===== src/rtl/dma_pkg.sv =====
// Package: dma_pkg
// Shared types and address constants for the mem_copy_dma bus initiator.
//   dma_state_e : copy engine states (IDLE, READ, WRITE, DONE)
//   WORD_BYTES  : byte stride between consecutive 32-bit words
//   SW_ADDR     : memory-mapped switch input register
//   LED_ADDR    : memory-mapped LED output register
//   RAM_BASE    : base of the data RAM window
package dma_pkg;

    typedef enum logic [1:0] {
        IDLE  = 2'd0,
        READ  = 2'd1,
        WRITE = 2'd2,
        DONE  = 2'd3
    } dma_state_e;

    localparam logic [31:0] WORD_BYTES = 32'd4;
    localparam logic [31:0] SW_ADDR    = 32'hC000_0000;
    localparam logic [31:0] LED_ADDR   = 32'hC000_0004;
    localparam logic [31:0] RAM_BASE   = 32'h0000_0400;

endpackage


===== src/rtl/mem_copy_dma.sv =====
// Module: mem_copy_dma
// Bus initiator that copies a block of 32-bit words between data-memory
// addresses, one READ bus cycle and one WRITE bus cycle per word, using the
// processor's a/wd/we/rd data-memory port set. An external arbiter grants
// the bus; a bus cycle only completes in a cycle with bus_gnt=1.
//
// Optional feature macro: DMA_CHECKSUM_EN
//   defined     : adds output checksum[31:0], XOR of every word written,
//                 cleared on each accepted start
//   not defined : no checksum port or logic
//
// Ports:
//   clk       in   system clock, all state on posedge
//   reset_n   in   asynchronous active-low reset
//   start     in   1-cycle request, sampled only in IDLE
//   abort     in   cancel the transfer in progress (READ/WRITE only)
//   src_addr  in   source byte address (word aligned)
//   dst_addr  in   destination byte address (word aligned)
//   len       in   number of words to copy
//   bus_req   out  bus request to the arbiter
//   bus_gnt   in   bus grant
//   mem_a     out  memory byte address
//   mem_wd    out  write data
//   mem_we    out  write enable, only in WRITE while granted
//   mem_rd    in   combinational read data for mem_a
//   busy      out  high while in READ/WRITE
//   done      out  1-cycle pulse on successful completion
//   err       out  1-cycle pulse on misaligned start, nothing transferred
//   checksum  out  (DMA_CHECKSUM_EN only) XOR of written words
module mem_copy_dma
    import dma_pkg::*;
#(
    parameter int LEN_W = 7
) (
`ifdef DMA_CHECKSUM_EN
    output logic [31:0]      checksum,
`endif
    input  logic             clk,
    input  logic             reset_n,
    input  logic             start,
    input  logic             abort,
    input  logic [31:0]      src_addr,
    input  logic [31:0]      dst_addr,
    input  logic [LEN_W-1:0] len,
    output logic             bus_req,
    input  logic             bus_gnt,
    output logic [31:0]      mem_a,
    output logic [31:0]      mem_wd,
    output logic             mem_we,
    input  logic [31:0]      mem_rd,
    output logic             busy,
    output logic             done,
    output logic             err
);

    dma_state_e       state;
    logic [31:0]      src_ptr;
    logic [31:0]      dst_ptr;
    logic [LEN_W-1:0] cnt;
    logic             aligned;
    logic             write_fire;

    assign aligned    = (src_addr[1:0] == 2'b00) && (dst_addr[1:0] == 2'b00);
    assign write_fire = (state == WRITE) && bus_gnt;

    // The write strobe follows the grant combinationally so that a write
    // never happens in a cycle the arbiter did not grant.
    always_comb begin
        mem_we = write_fire;
    end

    // mem_wd doubles as the single word buffer between the READ and WRITE
    // cycles; mem_a is loaded one edge ahead with the address of the next
    // bus cycle so the outputs are registered.
    always_ff @(posedge clk or negedge reset_n) begin
        if (!reset_n) begin
            state   <= IDLE;
            src_ptr <= '0;
            dst_ptr <= '0;
            cnt     <= '0;
            bus_req <= 1'b0;
            busy    <= 1'b0;
            done    <= 1'b0;
            err     <= 1'b0;
            mem_a   <= '0;
            mem_wd  <= '0;
        end else begin
            done <= 1'b0;
            err  <= 1'b0;
            case (state)
                IDLE: begin
                    if (start) begin
                        if (!aligned) begin
                            err <= 1'b1;
                        end else if (len == '0) begin
                            state <= DONE;
                            done  <= 1'b1;
                        end else begin
                            src_ptr <= src_addr;
                            dst_ptr <= dst_addr;
                            cnt     <= len;
                            mem_a   <= src_addr;
                            bus_req <= 1'b1;
                            busy    <= 1'b1;
                            state   <= READ;
                        end
                    end
                end
                READ: begin
                    if (abort) begin
                        state   <= IDLE;
                        bus_req <= 1'b0;
                        busy    <= 1'b0;
                    end else if (bus_gnt) begin
                        mem_wd  <= mem_rd;
                        src_ptr <= src_ptr + WORD_BYTES;
                        mem_a   <= dst_ptr;
                        state   <= WRITE;
                    end
                end
                WRITE: begin
                    // A granted write completes even when abort arrives in
                    // the same cycle, so pointer/count bookkeeping is kept.
                    if (bus_gnt) begin
                        dst_ptr <= dst_ptr + WORD_BYTES;
                        cnt     <= cnt - LEN_W'(1);
                    end
                    if (abort) begin
                        state   <= IDLE;
                        bus_req <= 1'b0;
                        busy    <= 1'b0;
                    end else if (bus_gnt) begin
                        if (cnt == LEN_W'(1)) begin
                            state   <= DONE;
                            done    <= 1'b1;
                            bus_req <= 1'b0;
                            busy    <= 1'b0;
                        end else begin
                            mem_a <= src_ptr;
                            state <= READ;
                        end
                    end
                end
                DONE: begin
                    state <= IDLE;
                end
                default: begin
                    state <= IDLE;
                end
            endcase
        end
    end

`ifdef DMA_CHECKSUM_EN
    always_ff @(posedge clk or negedge reset_n) begin
        if (!reset_n) begin
            checksum <= '0;
        end else if ((state == IDLE) && start && aligned) begin
            checksum <= '0;
        end else if (write_fire) begin
            checksum <= checksum ^ mem_wd;
        end
    end
`endif

endmodule


===== config.mk =====
export PLATFORM = sky130hd
export DESIGN_NAME = mem_copy_dma
export DESIGN_NICKNAME = d
export VERILOG_FILES = /design/src/rtl/dma_pkg.sv /design/src/rtl/mem_copy_dma.sv
export SDC_FILE = /design/constraint.sdc
export NUM_CORES = 1
export LEC_CHECK = 0
export CORE_ASPECT_RATIO = 1.75
export CORE_MARGIN = 2
export CORE_UTILIZATION = 53
export CTS_BUF_LIST = sky130_fd_sc_hd__clkbuf_4
export DETAILED_ROUTE_END_ITERATION = 10
export HOLD_SLACK_MARGIN = 0.05
export PLACE_DENSITY_LB_ADDON = 0.3
export SYNTH_ARGS = -nofsm -noshare
export SYNTH_HDL_FRONTEND = slang
export SYNTH_SLANG_ARGS = --single-unit

===== constraint.sdc =====
create_clock -name clk -period 2.9 [get_ports clk]
set_clock_uncertainty 0.1 [all_clocks]
set_input_delay 0.725 -clock clk [delete_from_list [all_inputs] [get_ports clk]]
set_output_delay 0.725 -clock clk [all_outputs]
set_load 0.05 [all_outputs]

# After elaboration in Yosys (flattened, before gate mapping)
# Index checks and enable logic that the tools add are counted.
# op_classes
muxes,49
n_eq_ne,16
n_reduce_logical,15
bitwise_logic,1
addsub,3
div,0
shift,0
magnitude_cmp,0
n_mul,0
# ops
op,n
$mux W32,14
$pmux W32 S2,2
$pmux W32 S3,1
$add A32 B3 Y32 const B,2
$mux W7,4
$ne A2 B2 Y1 const B,9
$mux W1,16
$mux W2,8
$pmux W7 S2,1
$reduce_and A9 Y1,1
$pmux W2 S4,1
$eq A7 B1 Y1 const B,1
$logic_not A7 Y1,1
$reduce_and A7 Y1,1
$sub A7 B1 Y7 const B,1
$logic_not A2 Y1,3
$ne A3 B3 Y1 const B,2
$reduce_and A6 Y1,1
$reduce_and A5 Y1,1
$eq A2 B2 Y1 const B,2
$reduce_and A4 Y1,1
$reduce_bool A2 Y1,2
$ne A3 B2 Y1 const B,1
$pmux W1 S3,1
6 further kinds,7
# word_totals
elab_cells,93
mem_bits_ro,0
input_bits,108
output_inout_bits,69
register_bits,140
mem_count,0
latch_bits,0
mem_bits_rw,0

# Longest topological paths before layout
# Gate-level depths: netlist (run 1).
# logic_depth
ltp_word,5
depth_mapped,10
ltp_nobuf,7

# Worst setup path before layout (run 1)
# No wires, ideal clock.
# synth_path
path_type,register -> output
start,register state[0]
end,output port mem_we
path_stages_with_launch,7
path_buffers,3
t_arrival_ns,1.701
setup_slack_ns,0.374
required_time_ns,2.075
path_cell_list,dfrtp_1 inv_1 ha_1 clkbuf_1 buf_6 buf_6 and2_1
# synth_between
elab_chain_len,2
# synth_lines
item,line,source
from (decl),mem_copy_dma.sv:56,dma_state_e state;
from (signal assigned),mem_copy_dma.sv:77,state <= IDLE;
from (signal assigned),mem_copy_dma.sv:96,state <= DONE;
from (signal assigned),mem_copy_dma.sv:105,state <= READ;
$eq A2 B2 Y1,mem_copy_dma.sv:64,assign write_fire = (state == WRITE) && bus_gnt;
$logic_and A1 B1 Y1,mem_copy_dma.sv:64,
to (decl),mem_copy_dma.sv:49,"output logic mem_we,"
# Every way passes these cells.

# Final worst setup path (run 1)
# Ends and elaborated chain as after synthesis.

==> flow_summary_export.csv, run 1 <==
group,metric,value,unit
setup_path,critPathKind,"reg2out",
setup_path,cp_max_fo,15,
synthesis,ys.warnings.count,0,
die,start_util,0.5376,
setup_path,cp-end-kind,"output pin",
placed_design,gp_congestion,0.9016,
synthesis,synth_area_per_cell,9.639,sq um
routing,drt_pass1_iterations,5,
sta,rsz0062_at_grt,"false",
setup_path,critPathMaxStageDelay,0.42,ns
die,die_x,97.99,microns
sta,setup_slack,0.2332,ns
cts,cts_tree,"built",
job,cap_violations,0,
setup_path,crit_family,"flip-flops",
synthesis,yosysMostFrequentCell,"dfrtp_1",
grt,track_usage,0.2795,
sta,setup_viol,0,
synthesis,seq_area_frac_synth,0.4276,
sta,fin_crit,2.667,ns
setup_path,crit_arrival,1.84,ns
synthesis,synth_seq_cells,140,
die,core,0.01524,sq mm
cts,htreeDepth,4,
die,pin_count,177,
synthesis,synth_cells,850,
cells_and_area,final_nets,1140,
synthesis,syn_nets,966,
placed_design,numPortBuffers,176,
grt,gr-total-overflow,0,
synthesis,async_reset_ff_frac,1.000,
pwr,power.leakage,4.157,nW
grt,grt_max_degree,75,
sta,worst_slew_pin_slew,0.5391,ns
routing,detail-route-antenna-nets,0,
pwr,ir_drop,0.9602,mV
status,outcome,"finished, final reports clean",
routing,drt-wirelength-per-cell,18.93,microns
pwr,power_density,1362,mW/mm^2
cts,cts_buffers,17,
cts,cts_setup_buffers,0,
routing,vias,7700,
synthesis,synth_largest_area_cell,"dfrtp_1",
cts,clk_latency,0.56,ns
placed_design,post-place-ws,-0.1608,ns
setup_path,crit_slowest_cell,"dfrtp_1",
placed_design,dpl.hpwl,16930,microns
sta,drv_slew,0,
routing,drcViolationCount,0,
sta,slew_headroom,0.6406,
grt,first_global_vias,7546,
synthesis,synth_cell_types,73,
sta,hold_violations,0,
die,die_h,168.5,microns
setup_path,cp_data_required_time,2.08,ns
cells_and_area,fin_cells,1224,
routing,via_per_inst,6.291,
placed_design,place_area,0.01029,sq mm
cts,clkTransAtPathRegs,0.12,ns
grt,antenna_found_initial,1,
setup_path,worstSetupStartpointType,"flop",
synthesis,synth_ff_type,"dfrtp_1",
cts,cts.sinks,140,
setup_path,path_cells,"inv_1 > ha_2 > and2_1 > buf_12",
cells_and_area,layout-drive-gt1-share,0.1707,
synthesis,yosys-top-cells-area,"dfrtp_1 43%, mux2_4 5.5%, a21oi_1 4.9%",
setup_path,cp.buffers_inverters,2,
synthesis,ys_top_cells_by_count,"140 x dfrtp_1, 81 x a21oi_1, 61 x nor2_1, 57 x nand2_1, 44 x nand3_1",
cts,clockBufferDepth,2,
routing,drt-total-wl,23180,microns
synthesis,synth_edf_count,0,
die,rows,60,
sta,fin_crit_sh,0.9196,
routing,drtIter0Drc,554,
grt,grt_pass1_wl,37280,microns
die,dieArea,0.01651,sq mm
worst_hold_path,min_path_type,"reg2reg",
cells_and_area,design_area,0.01058,sq mm
placed_design,placed_cells,1190,
cells_and_area,syn_to_final_growth,29.09,%
cts,cts-root-buf,"clkbuf_4",
synthesis,synthDominantCellAreaShare,0.4276,
sta,fmax,375.0,MHz
synthesis,syn_area,0.008193,sq mm
[logic make-up after synthesis]
family	synth area share
AOI/OAI and AO/OA	0.1875
DFF	0.4276
muxes	0.1202
buffers and inverters	0.05131
adders and majority gates	0.01222
and+or+nand+nor	0.2011
[cell usage in the layout, fill, tap and decap left out, drive strengths merged, types with 8 or more instances in the layout]
cell	Yosys	final
clkdlybuf4s50	0	174
dfrtp	140	140
a21oi	82	82
mux2	65	65
nor2	61	61
nand2	58	58
buf	37	50
nand3	46	46
a22oi	38	38
nor3	37	37
o21ai	36	36
o22ai	35	35
nand4	25	25
inv	15	24
nor4	19	19
clkbuf	33	17
and4	15	15
mux2i	14	14
ha	8	8
[per-layer routing]
metal	vias to the layer above	GRT usage	share of wire
met5	-	0	0
met4	0	0.1437	0.041
met3	70	0.05120	0.072
met2	368	0.4833	0.51
met1	3684	0.3297	0.38
li1	3578	-	-
[flip-flops by register name (all words and copies together), names as in the netlist]
name and cells:
state 2, src_ptr 32, dst_ptr 32, mem_wd 32, mem_a 32, cnt 7
busy 1, err 1, done 1
[stage by stage]
step / util / hold WS [ns] / setup TNS [ns] / power, mW
floorplan: - / 0.3294 / 0 / 10.35
global placement: 0.6750 / 0.3619 / -3.476 / 12.86
detailed placement: 0.6750 / 0.3804 / -6.062 / 13.10
CTS: 0.6938 / 0.4092 / 0 / 14.39
global route: 0.6940 / 0.4388 / 0 / 15.30
finish: 0.6940 / 0.4090 / 0 / 14.40
[tightest hold or removal path, cell delays in order, from the launching register on]
cell	delay, ns
dfrtp_1	0.38
nand2_1	0.05
o21ai_0	0.06
[power breakdown]
group / total [mW] / internal [mW] / switching, mW
clock network: 1.29 / 0.456 / 0.834
logic: 8.91 / 3.88 / 5.02
registers: 4.20 / 2.99 / 1.22
total: 14.4 / 7.33 / 7.07
[worst paths after layout]
check / start / end / slack (ns) / cells past startpoint
setup reg to reg: dst_ptr[2]$_DFFE_PN0P_ / dst_ptr[26]$_DFFE_PN0P_ / 0.49 / 7
setup / recovery: state[0]$_DFFE_PN0P_ / mem_we / 0.23 / 4
hold / removal: src_ptr[1]$_DFFE_PN0P_ / src_ptr[1]$_DFFE_PN0P_ / 0.41 / 2
max in group asynchronous: reset_n / src_ptr[13]$_DFFE_PN0P_ / 1.40 / 3
min in group asynchronous: reset_n / dst_ptr[30]$_DFFE_PN0P_ / 0.53 / 2
hold reg to reg: src_ptr[1]$_DFFE_PN0P_ / src_ptr[1]$_DFFE_PN0P_ / 0.41 / 2
[area by class of cell]
class / count / area (sq um)
fill: 1212 / 4663
multi-input combinational: 625 / 4285
sequential: 140 / 3503
timing repair buffer: 225 / 2218
tap: 186 / 232.7
clock inverter: 15 / 150.1
clock buffer: 17 / 127.6
inverter: 15 / 56.30
antenna: 1 / 2.502
[repair_timing]
item,CTS,global route
endpoints found under the hold margin,39,0
setup endpoints to repair,0,0
hold buffers,1,0
gates resized for setup,0,0
Note: power is estimated with default switching activity, not from simulation.
==> inputs of run 2 (changes only) <==
Settings changed: PLACE_DENSITY_LB_ADDON 0.3 to 0.2.
==> flow_summary_export.csv, run 2 (synthesized netlist as in run 1, its figures left out) <==
group,metric,value,unit
cells_and_area,design_area,0.01061,sq mm
setup_path,cp-end-kind,"output pin",
sta,setup_tns,0,ns
cts,htreeDepth,4,
job,cap_violations,0,
setup_path,cp_max_fo,16,
grt,gr-total-overflow,0,
die,die_h,168.5,microns
placed_design,dpl.hpwl,17120,microns
die,pin_count,177,
grt,grt_max_degree,66,
cts,cts_buffers,17,
cts,clockBufferDepth,2,
die,rows,60,
routing,via_per_inst,6.222,
placed_design,numPortBuffers,176,
pwr,ir_drop,0.7506,mV
pwr,total_power,14.38,mW
die,core,0.01524,sq mm
pwr,power_density,1355,mW/mm^2
worst_hold_path,min_path_type,"reg2reg",
cells_and_area,layout-drive-gt1-share,0.1770,
sta,fmax,365.7,MHz
cells_and_area,syn_to_final_growth,29.55,%
routing,vias,7665,
placed_design,place_area,0.01033,sq mm
cts,clk_latency,0.56,ns
routing,drtIter0Drc,591,
die,dieArea,0.01651,sq mm
cts,cts_tree,"built",
cts,clkTransAtPathRegs,0.13,ns
placed_design,gp_congestion,0.8614,
die,die_x,97.99,microns
grt,first_global_vias,7402,
setup_path,cp_data_required_time,2.08,ns
sta,rsz0062_at_grt,"false",
sta,fin_crit,2.735,ns
setup_path,worstSetupStartpointType,"flop",
routing,drcViolationCount,0,
sta,slew_headroom,0.3257,
routing,detail-route-antenna-nets,0,
cts,cts-root-buf,"clkbuf_4",
grt,track_usage,0.2814,
setup_path,path_cells,"inv_1 > ha_2 > and2_1 > buf_12",
grt,grt_pass1_wl,37490,microns
routing,drt_pass1_iterations,8,
sta,hold_violations,0,
status,outcome,"finished, final reports clean",
routing,drt-wirelength-per-cell,19.03,microns
cts,cts.sinks,140,
grt,antenna_found_initial,1,
sta,drv_slew,0,
sta,fin_crit_sh,0.9429,
setup_path,critPathKind,"reg2out",
setup_path,critPathMaxStageDelay,0.43,ns
sta,setup_viol,0,
cells_and_area,final_cell_mix,"174 x clkdlybuf4s50_1, 140 x dfrtp_1, 81 x a21oi_1",
routing,drt-total-wl,23440,microns
setup_path,crit_slowest_cell,"dfrtp_1",
sta,worst_slew_pin_slew,1.009,ns
pwr,power.leakage,4.181,nW
setup_path,crit_family,"flip-flops",
setup_path,cp.buffers_inverters,2,
setup_path,crit_arrival,1.91,ns
cells_and_area,final_nets,1148,
die,start_util,0.5376,
cells_and_area,nFillCells,1217,
cells_and_area,layout_commonest_cell,"clkdlybuf4s50_1",
## run 2: cell types whose count changed in the layout (fill, tap and decap cells not counted), sizes merged
cell / previous run / this run
clkinvlp: 2 / 3
buf: 50 / 58
inv: 24 / 20
clkbuf: 17 / 18
clkinv: 3 / 5
## run 2: power by group
group / switching (mW) / leakage, nW / internal (mW)
Sequential: 1.21 / 1.67 / 2.99
Clock: 0.797 / 0.140 / 0.448
Combinational: 5.08 / 2.37 / 3.86
## run 2: per-stage QoR
step / hold slack [ns] / utilization / std cells / setup slack, ns
2_1_floorplan: 0.3294 / - / 850 / 0.3744
3_3_place_gp: 0.3705 / 0.6781 / 1198 / -0.2218
3_5_place_dp: 0.3730 / 0.6781 / 1198 / -0.2656
4_1_cts: 0.4021 / 0.6963 / 1231 / 0.1555
5_1_grt: 0.4381 / 0.6965 / 1232 / 0.05716
6_report: 0.4046 / 0.6965 / 1232 / 0.1655
## run 2: cell type report
class                      instances  area (sq um)  area share
clock buffer                      18         135.1     0.01273
multi-input combinational        625          4285      0.4037
tap                              186         232.7     0.02193
inverter                          15         56.30    0.005305
timing repair buffer             233          2266      0.2135
antenna                            1         2.502   0.0002358
clock inverter                    14         132.6     0.01250
sequential                       140          3503      0.3301
## run 2: worst min-delay path: stages (launching register included)
cell and delay, ns:
dfrtp_1 0.38, nand2_1 0.05, o21ai_0 0.06
## run 2: layer usage
layer | GRT usage | vias to the layer above | wire length [microns]
met5 | 0 | - | 0
met4 | 0.09360 | 0 | 515
met3 | 0.05202 | 46 | 1493
met2 | 0.4857 | 318 | 12150
met1 | 0.3554 | 3718 | 9289
li1 | - | 3583 | -
## run 2: final timing paths
kind	startpoint	end	slack, ns	cells after the start
min in group asynchronous	reset_n	mem_wd[13]$_DFFE_PN0P_	0.59	2
min reg2reg	src_ptr[0]$_DFFE_PN0P_	src_ptr[0]$_DFFE_PN0P_	0.40	2
max in group asynchronous	reset_n	dst_ptr[1]$_DFFE_PN0P_	1.45	3
max	state[0]$_DFFE_PN0P_	mem_we	0.17	4
min	src_ptr[0]$_DFFE_PN0P_	src_ptr[0]$_DFFE_PN0P_	0.40	2
max reg2reg	dst_ptr[2]$_DFFE_PN0P_	dst_ptr[26]$_DFFE_PN0P_	0.38	6
## run 2: timing repair
action,in CTS,in global routing
endpoints found under the hold margin,41,0
hold buffers,1,0
gates resized for setup,0,0
buffers inserted,0,0
==> inputs of run 3 (changes only) <==
Settings changed: CAP_MARGIN set to 25.
==> results of run 3 <==
The final DEF is identical to that of run 2; final timing and power are the same.
